### config.mk
export PLATFORM = sky130hd
export DESIGN_NAME = instr_fetch_unit_flat
export DESIGN_NICKNAME = d
export VERILOG_FILES = /design/src/rtl/instr_fetch_unit_pkg.sv /design/src/rtl/instr_fetch_unit_if.sv /design/src/rtl/instr_fetch_unit_pc_reg.sv /design/src/rtl/instr_fetch_unit.sv /design/src/flat_wrapper.sv
export SDC_FILE = /design/constraint.sdc
export NUM_CORES = 1
export LEC_CHECK = 0
export ABC_AREA = 1
export ABC_CLOCK_PERIOD_IN_PS = 1370
export CAP_MARGIN = 15
export CORE_UTILIZATION = 40
export CTS_CLUSTER_DIAMETER = 40
export CTS_CLUSTER_SIZE = 28
export DETAILED_ROUTE_END_ITERATION = 8
export PLACE_DENSITY = 0.76
export SLEW_MARGIN = 20
export SYNTH_ARGS = -nofsm -noshare
export SYNTH_HDL_FRONTEND = slang
export SYNTH_SLANG_ARGS = --single-unit
### constraint.sdc
create_clock -name clk -period 1.37 [get_ports clk]
set_input_delay 0.274 -clock clk [delete_from_list [all_inputs] [get_ports clk]]
set_output_delay 0.274 -clock clk [all_outputs]
set_load 0.005 [all_outputs]
### src/rtl/instr_fetch_unit_pkg.sv
// fetch_pkg: shared state encoding, constants and instruction field positions for the fetch stage
package fetch_pkg;

    typedef enum logic [2:0] {
        FETCH = 3'd0,
        WAIT  = 3'd1,
        HOLD  = 3'd2,
        DRAIN = 3'd3,
        FAULT = 3'd4
    } fetch_state_t;

    // addi x0,x0,0: presented whenever no live instruction is held
    localparam logic [31:0] NOP_INSTR        = 32'h0000_0013;
    localparam logic [31:0] DEFAULT_RESET_PC = 32'h0000_0000;

    localparam int OPCODE_LSB = 0;
    localparam int OPCODE_MSB = 6;
    localparam int RD_LSB     = 7;
    localparam int RD_MSB     = 11;
    localparam int FUNCT3_LSB = 12;
    localparam int FUNCT3_MSB = 14;
    localparam int RS1_LSB    = 15;
    localparam int RS1_MSB    = 19;
    localparam int RS2_LSB    = 20;
    localparam int RS2_MSB    = 24;
    localparam int FUNCT7_LSB = 25;
    localparam int FUNCT7_MSB = 31;

    // instruction addresses must be word aligned
    function automatic logic misaligned(input logic [1:0] lsb);
        return lsb != 2'b00;
    endfunction

endpackage

### src/rtl/instr_fetch_unit_if.sv
// instr_fetch_unit_if: instruction memory valid/ready request and valid-only response channel
interface instr_fetch_unit_if #(
    parameter int XLEN = 32
);
    logic            req_valid;
    logic            req_ready;
    logic [XLEN-1:0] req_addr;
    logic            rsp_valid;
    logic [31:0]     rsp_data;

    modport master (
        output req_valid,
        output req_addr,
        input  req_ready,
        input  rsp_valid,
        input  rsp_data
    );

    modport slave (
        input  req_valid,
        input  req_addr,
        output req_ready,
        output rsp_valid,
        output rsp_data
    );
endinterface

### src/rtl/instr_fetch_unit_pc_reg.sv
// fetch_pc_reg: program counter with load-redirect / increment-by-4 / hold selection
module fetch_pc_reg #(
    parameter int              XLEN     = 32,
    parameter logic [XLEN-1:0] RESET_PC = '0
) (
    input  logic            clk,
    input  logic            rst_n,
    input  logic            load,
    input  logic            inc,
    input  logic [XLEN-1:0] load_pc,
    output logic [XLEN-1:0] pc,
    output logic [XLEN-1:0] pc_plus4
);
    // wraps modulo 2^XLEN
    assign pc_plus4 = pc + XLEN'(4);

    // a redirect load wins over sequential advance; otherwise the PC holds
    always_ff @(posedge clk or negedge rst_n) begin
        if (!rst_n)
            pc <= RESET_PC;
        else if (load)
            pc <= load_pc;
        else if (inc)
            pc <= pc_plus4;
    end
endmodule

### src/rtl/instr_fetch_unit.sv
// instr_fetch_unit: single-issue fetch stage holding the PC, one outstanding imem request and the decoded word
module instr_fetch_unit
    import fetch_pkg::*;
#(
    parameter int              XLEN     = 32,
    parameter logic [XLEN-1:0] RESET_PC = XLEN'(DEFAULT_RESET_PC)
) (
    input  logic                  clk,
    input  logic                  rst_n,
    instr_fetch_unit_if.master    imem,
    input  logic                  redirect_valid,
    input  logic [XLEN-1:0]       redirect_pc,
    input  logic                  stall,
    output logic                  instr_valid,
    output logic [31:0]           instr,
    output logic [XLEN-1:0]       instr_pc,
    output logic [XLEN-1:0]       pc_plus4,
    output logic [6:0]            opcode,
    output logic [2:0]            funct3,
    output logic [6:0]            funct7,
    output logic [4:0]            rd,
    output logic [4:0]            rs1,
    output logic [4:0]            rs2,
    output logic                  fetch_fault
);
    fetch_state_t    state, state_nxt;
    logic            fault_pend, fault_pend_nxt;
    logic [XLEN-1:0] pc, pc_next4;
    logic            redir, in_flight, outstanding, capture, consume, mis;

    // a faulted stage ignores redirects until reset
    assign redir       = redirect_valid && state != FAULT;
    assign mis         = misaligned(redirect_pc[1:0]);
    assign in_flight   = state == WAIT || state == DRAIN;
    // a response is still owed if one is accepted now or one is pending and not arriving this cycle
    assign outstanding = (state == FETCH && imem.req_ready) || (in_flight && !imem.rsp_valid);
    assign capture     = state == WAIT && imem.rsp_valid && !redir;
    assign consume     = state == HOLD && !stall;

    fetch_pc_reg #(
        .XLEN     (XLEN),
        .RESET_PC (RESET_PC)
    ) u_pc (
        .clk      (clk),
        .rst_n    (rst_n),
        .load     (redir),
        .inc      (consume && !redir),
        .load_pc  (redirect_pc),
        .pc       (pc),
        .pc_plus4 (pc_next4)
    );

    // next state: redirect first, then the normal request/response/consume progression
    always_comb begin
        state_nxt      = state;
        fault_pend_nxt = fault_pend;
        if (redir) begin
            fault_pend_nxt = mis;
            state_nxt      = outstanding ? DRAIN : (mis ? FAULT : FETCH);
        end else begin
            case (state)
                FETCH:   if (imem.req_ready) state_nxt = WAIT;
                WAIT:    if (imem.rsp_valid) state_nxt = HOLD;
                HOLD:    if (!stall) state_nxt = FETCH;
                DRAIN:   if (imem.rsp_valid) state_nxt = fault_pend ? FAULT : FETCH;
                default: state_nxt = state;
            endcase
        end
    end

    // state and the deferred-fault flag that is honoured once a drain completes
    always_ff @(posedge clk or negedge rst_n) begin
        if (!rst_n) begin
            state      <= FETCH;
            fault_pend <= 1'b0;
        end else begin
            state      <= state_nxt;
            fault_pend <= fault_pend_nxt;
        end
    end

    // capture the returned word with its PC and link address; fall back to NOP when it leaves HOLD
    always_ff @(posedge clk or negedge rst_n) begin
        if (!rst_n) begin
            instr    <= NOP_INSTR;
            instr_pc <= RESET_PC;
            pc_plus4 <= RESET_PC + XLEN'(4);
        end else if (capture) begin
            instr    <= imem.rsp_data;
            instr_pc <= pc;
            pc_plus4 <= pc_next4;
        end else if (state == HOLD && (redir || !stall)) begin
            instr    <= NOP_INSTR;
        end
    end

    assign imem.req_valid = state == FETCH;
    assign imem.req_addr  = pc;
    assign instr_valid    = state == HOLD;
    assign fetch_fault    = state == FAULT;

    assign opcode = instr[OPCODE_MSB:OPCODE_LSB];
    assign rd     = instr[RD_MSB:RD_LSB];
    assign funct3 = instr[FUNCT3_MSB:FUNCT3_LSB];
    assign rs1    = instr[RS1_MSB:RS1_LSB];
    assign rs2    = instr[RS2_MSB:RS2_LSB];
    assign funct7 = instr[FUNCT7_MSB:FUNCT7_LSB];
endmodule

### src/flat_wrapper.sv
// flat-port wrapper written by rule: the top's interface ports become plain ports
module instr_fetch_unit_flat import fetch_pkg::*;
#(
    parameter int              XLEN     = 32,
    parameter logic [XLEN-1:0] RESET_PC = XLEN'(DEFAULT_RESET_PC)
)
  (clk, rst_n, redirect_valid, redirect_pc, stall, instr_valid, instr, instr_pc, pc_plus4, opcode, funct3, funct7, rd, rs1, rs2, fetch_fault, imem_req_valid, imem_req_addr, imem_req_ready, imem_rsp_valid, imem_rsp_data);
  instr_fetch_unit_if #(.XLEN(XLEN)) imem_i ();
  input  logic clk;
  input  logic rst_n;
  input  logic redirect_valid;
  input  logic [XLEN-1:0] redirect_pc;
  input  logic stall;
  output logic instr_valid;
  output logic [31:0] instr;
  output logic [XLEN-1:0] instr_pc;
  output logic [XLEN-1:0] pc_plus4;
  output logic [6:0] opcode;
  output logic [2:0] funct3;
  output logic [6:0] funct7;
  output logic [4:0] rd;
  output logic [4:0] rs1;
  output logic [4:0] rs2;
  output logic fetch_fault;
  output wire logic [$bits(imem_i.req_valid)-1:0] imem_req_valid;
  output wire logic [$bits(imem_i.req_addr)-1:0] imem_req_addr;
  input wire logic [$bits(imem_i.req_ready)-1:0] imem_req_ready;
  input wire logic [$bits(imem_i.rsp_valid)-1:0] imem_rsp_valid;
  input wire logic [$bits(imem_i.rsp_data)-1:0] imem_rsp_data;
  assign imem_req_valid = imem_i.req_valid;
  assign imem_req_addr = imem_i.req_addr;
  assign imem_i.req_ready = imem_req_ready;
  assign imem_i.rsp_valid = imem_rsp_valid;
  assign imem_i.rsp_data = imem_rsp_data;
  instr_fetch_unit #(.XLEN(XLEN), .RESET_PC(RESET_PC)) u_core (.clk(clk), .rst_n(rst_n), .imem(imem_i), .redirect_valid(redirect_valid), .redirect_pc(redirect_pc), .stall(stall), .instr_valid(instr_valid), .instr(instr), .instr_pc(instr_pc), .pc_plus4(pc_plus4), .opcode(opcode), .funct3(funct3), .funct7(funct7), .rd(rd), .rs1(rs1), .rs2(rs2), .fetch_fault(fetch_fault));
endmodule
==> flow_summary_export.csv <==
group,metric,value,unit
timing,hold_violations,0,
global_route,grt_max_degree,39,
finish,drive_above_1_share,36.34,%
outcome,status,"finished, violations left",
placement,dp_cells,1283,
finish,stdcell_count,1430,
routing,drt_iter0_markers,597,
routing,dr.pass1.iters,6,
finish,antenna_cells,0,
synth,ys_ff_latch,130,
synth,synthSimpleGateAreaFrac,25.50,%
global_route,grt_pass1_vias,6729,
setup_path,r2r_setup_slack,-0.34,ns
clock_network,cts_num_sinks,130,
synth,postSynthCellCount,820,
finish,synthToLayoutAreaGrowth,80.19,%
synth,yosysSeqAreaShare,50.97,%
timing,min_period_over_period,124.6,%
setup_path,setup.worst_path.start_class,"flop",
finish,fin_area,11520,um2
floorplanning,core_area,15370,um2
timing,rsz0062_at_grt,"true",
pwr,p_int,14.72,mW
setup_path,cp-end-kind,"flop",
setup_path,reg2reg_depth,12,
placement,placed_cell_area,9329,um2
timing,drv_slew,0,
setup_path,r2r_start,"u_core.u_pc.pc[3]$_DFFE_PN0P_",
synth,synth_fa_ha_area_share,0.1957,%
synth,yosys_warnings,0,
routing,num_vias,7331,
min_path,hold_class,"in -> async",
routing,vias_per_cell,5.127,
clock_network,htree_levels,4,
timing,period_minus_slack,1.708,ns
setup_path,critPathRequiredTime,1.68,ns
synth,synth_top_family_by_area,"simple AND/OR/NAND/NOR gates",
timing,fin_hold_ws,0.3286,ns
global_route,antenna_found_initial,0,
setup_path,critPathKind,"reg -> reg",
placement,place_ws,-0.4040,ns
clock_network,clk_pin_slew,0.06,ns
setup_path,crit_arrival,2.02,ns
synth,synth-compound-area-share,9.141,%
clock_network,cts_tree,"done",
floorplanning,dieArea,16490,um2
synth,synth_mux_area_share,0,%
synth,synth_nets,891,
pwr,ir_drop,1.173,mV
synth,synth_xor_xnor_area_share,1.507,%
floorplanning,die_y,128.4,um
floorplanning,num_rows,45,
clock_network,cts_made_buffers,17,
floorplanning,pin_count,233,
placement,hpwl,14950,um
placement,gp_congestion,0.8761,
job,drv_cap,0,
setup_path,cp_max_fo,2,
pwr,p_per_area,2029,nW/um2
synth,synth.distinct_cells,29,
routing,wl_per_cell,18.07,um
synth,syn_area,6392,um2
finish,layout.nets,1278,
global_route,grt_overflow,0,
outcome,violations,"negative setup slack",
timing,fin_skew,0.01062,ns
floorplanning,die_w,128.4,um
synth,syn-mean-instance-area,7.796,um2
pwr,power.switching,8.650,mW
routing,wirelength,25840,um
finish,final_common_cell,"nand2_1",
routing,drtAntennaViolNets,0,
global_route,grt_pass1_wl,35590,um
timing,worstMarginPinSlew,0.4200,ns
timing,fmax,585.6,MHz
routing,route.detailed.drc,0,
clock_network,clkLatencyLatePin,0.42,ns
global_route,grt_usage,28.58,%
pwr,power_frac_comb,52.3,%
clock_network,clock_path_buffers,2,
pwr,switching_share,37.02,%
clock_network,clock-root-buffer,"clkbuf_16",
placement,port_buffers,232,
timing,fin_ws,-0.3376,ns
pwr,clkPwrFrac,20.1,%
finish,final_cell_mix,"245 x nand2_1, 137 x buf_4, 123 x dfrtp_1",
pwr,leakage,5.721,nW
pwr,pwr-share-seq,27.6,%
timing,slew_headroom,72.00,%
timing,setup_viol,139,
setup_path,reg2reg_to,"u_core.pc_plus4[31]$_DFFE_PN0P_",
floorplanning,start_util,41.59,%
==> power by group through the flow <==
stage          registers (mW)  logic [mW]  clock network [mW]
5_1_grt                  6.58        13.1                4.89
3_5_place_dp             6.66        9.23                   0
4_1_cts                  6.32        10.5                4.67
3_3_place_gp             6.64        9.10                   0
2_1_floorplan            6.65        3.52                   0
6_report                 6.44        12.2                4.70
==> worst max-delay path by stage <==
stage	start	to	slack, ns
floorplan	u_core.u_pc.pc[3]$_DFFE_PN0P_	u_core.pc_plus4[14]$_DFFE_PN0P_	-0.02
global placement	redirect_valid	u_core.instr[21]$_DFFE_PN0P_	-0.34
detailed placement	redirect_valid	u_core.instr[15]$_DFFE_PN0P_	-0.40
CTS	u_core.state[0]$_DFFE_PN0P_	imem_req_valid	-0.21
global route	u_core.u_pc.pc[3]$_DFFE_PN0P_	u_core.pc_plus4[31]$_DFFE_PN0P_	-0.45
finish	u_core.u_pc.pc[3]$_DFFE_PN0P_	u_core.pc_plus4[31]$_DFFE_PN0P_	-0.34
==> cell usage after synthesis, drive strengths merged <==
cell type  count  area share [%]
a21oi          2            0.16
a22oi          1            0.12
buf           58             6.2
clkbuf         6            0.35
dfrtp        126              49
dfstp          4             1.6
ha             1            0.20
inv          105             6.2
nand2        284              17
nand3         49             4.1
nand4          2            0.20
nor2          61             4.0
nor3           1           0.078
o211ai         3            0.35
o21a           3            0.35
o21ai         99             7.8
o21bai         1            0.12
o22ai          3            0.29
xor2          11             1.5
==> through the flow <==
step                      utilization, %  total power [mW]  setup TNS [ns]
after floorplan                        -             10.16        -0.06633
after global placement             60.69             15.74          -33.21
after detailed placement           60.69             15.89          -37.59
after CTS                          70.57             21.47          -12.12
after global routing               74.94             24.59          -33.05
final                              74.94             23.37          -24.39
==> sequential cells by signal, indices dropped and copies added (netlist names) <==
register and cells:
u_core.u_pc.pc 32, u_core.state 3, u_core.instr_pc 30, u_core.pc_plus4 32, u_core.fault_pend 1, u_core.instr 32
==> routing by layer <==
layer  wire [um]  GRT usage [%]  vias to the layer above
met3        2590          7.360                       95
met1        9824          35.23                     3501
met2       12430          47.47                      443
met4         994          12.46                        0
li1            -              -                     3292
met5           0              0                        -
==> critical path, cell delays in order, from the launching register on <==
cell,delay (ns)
dfrtp_1,0.39
buf_6,0.13
buf_4,0.11
nand2_2,0.07
nor2_4,0.16
buf_4,0.13
nand2_1,0.08
nor2_2,0.15
nand2_1,0.08
nand2_1,0.10
nand2_2,0.07
nand2_1,0.06
nand2_1,0.07
==> what timing repair did <==
action | 4_1_cts | 5_1_grt
setup buffers | 92 | 29
hold endpoints to repair | 31 | 0
endpoints found under the setup margin | 281 | 220
pin swaps | 23 | 53
hold buffers | 1 | 0
resized for setup | 447 | 207
cloned | 3 | 6
==> cell families after synthesis <==
logic type | count (synthesis)
simple gates | 397
buf+inv | 169
flops | 130
compound gates | 112
xor+xnor | 11
fa+ha+maj | 1
==> final cells by class <==
cell class / instances / area (um2)
repair buffers: 432 / 4023
clock inverters: 9 / 131.4
inverters: 105 / 435.4
flip-flops and latches: 130 / 3262
fillers: 1004 / 3852
multi-input cells: 521 / 2939
clock buffers: 22 / 464.2
well taps: 211 / 264.0
Note: power is estimated with default switching activity, not from simulation.
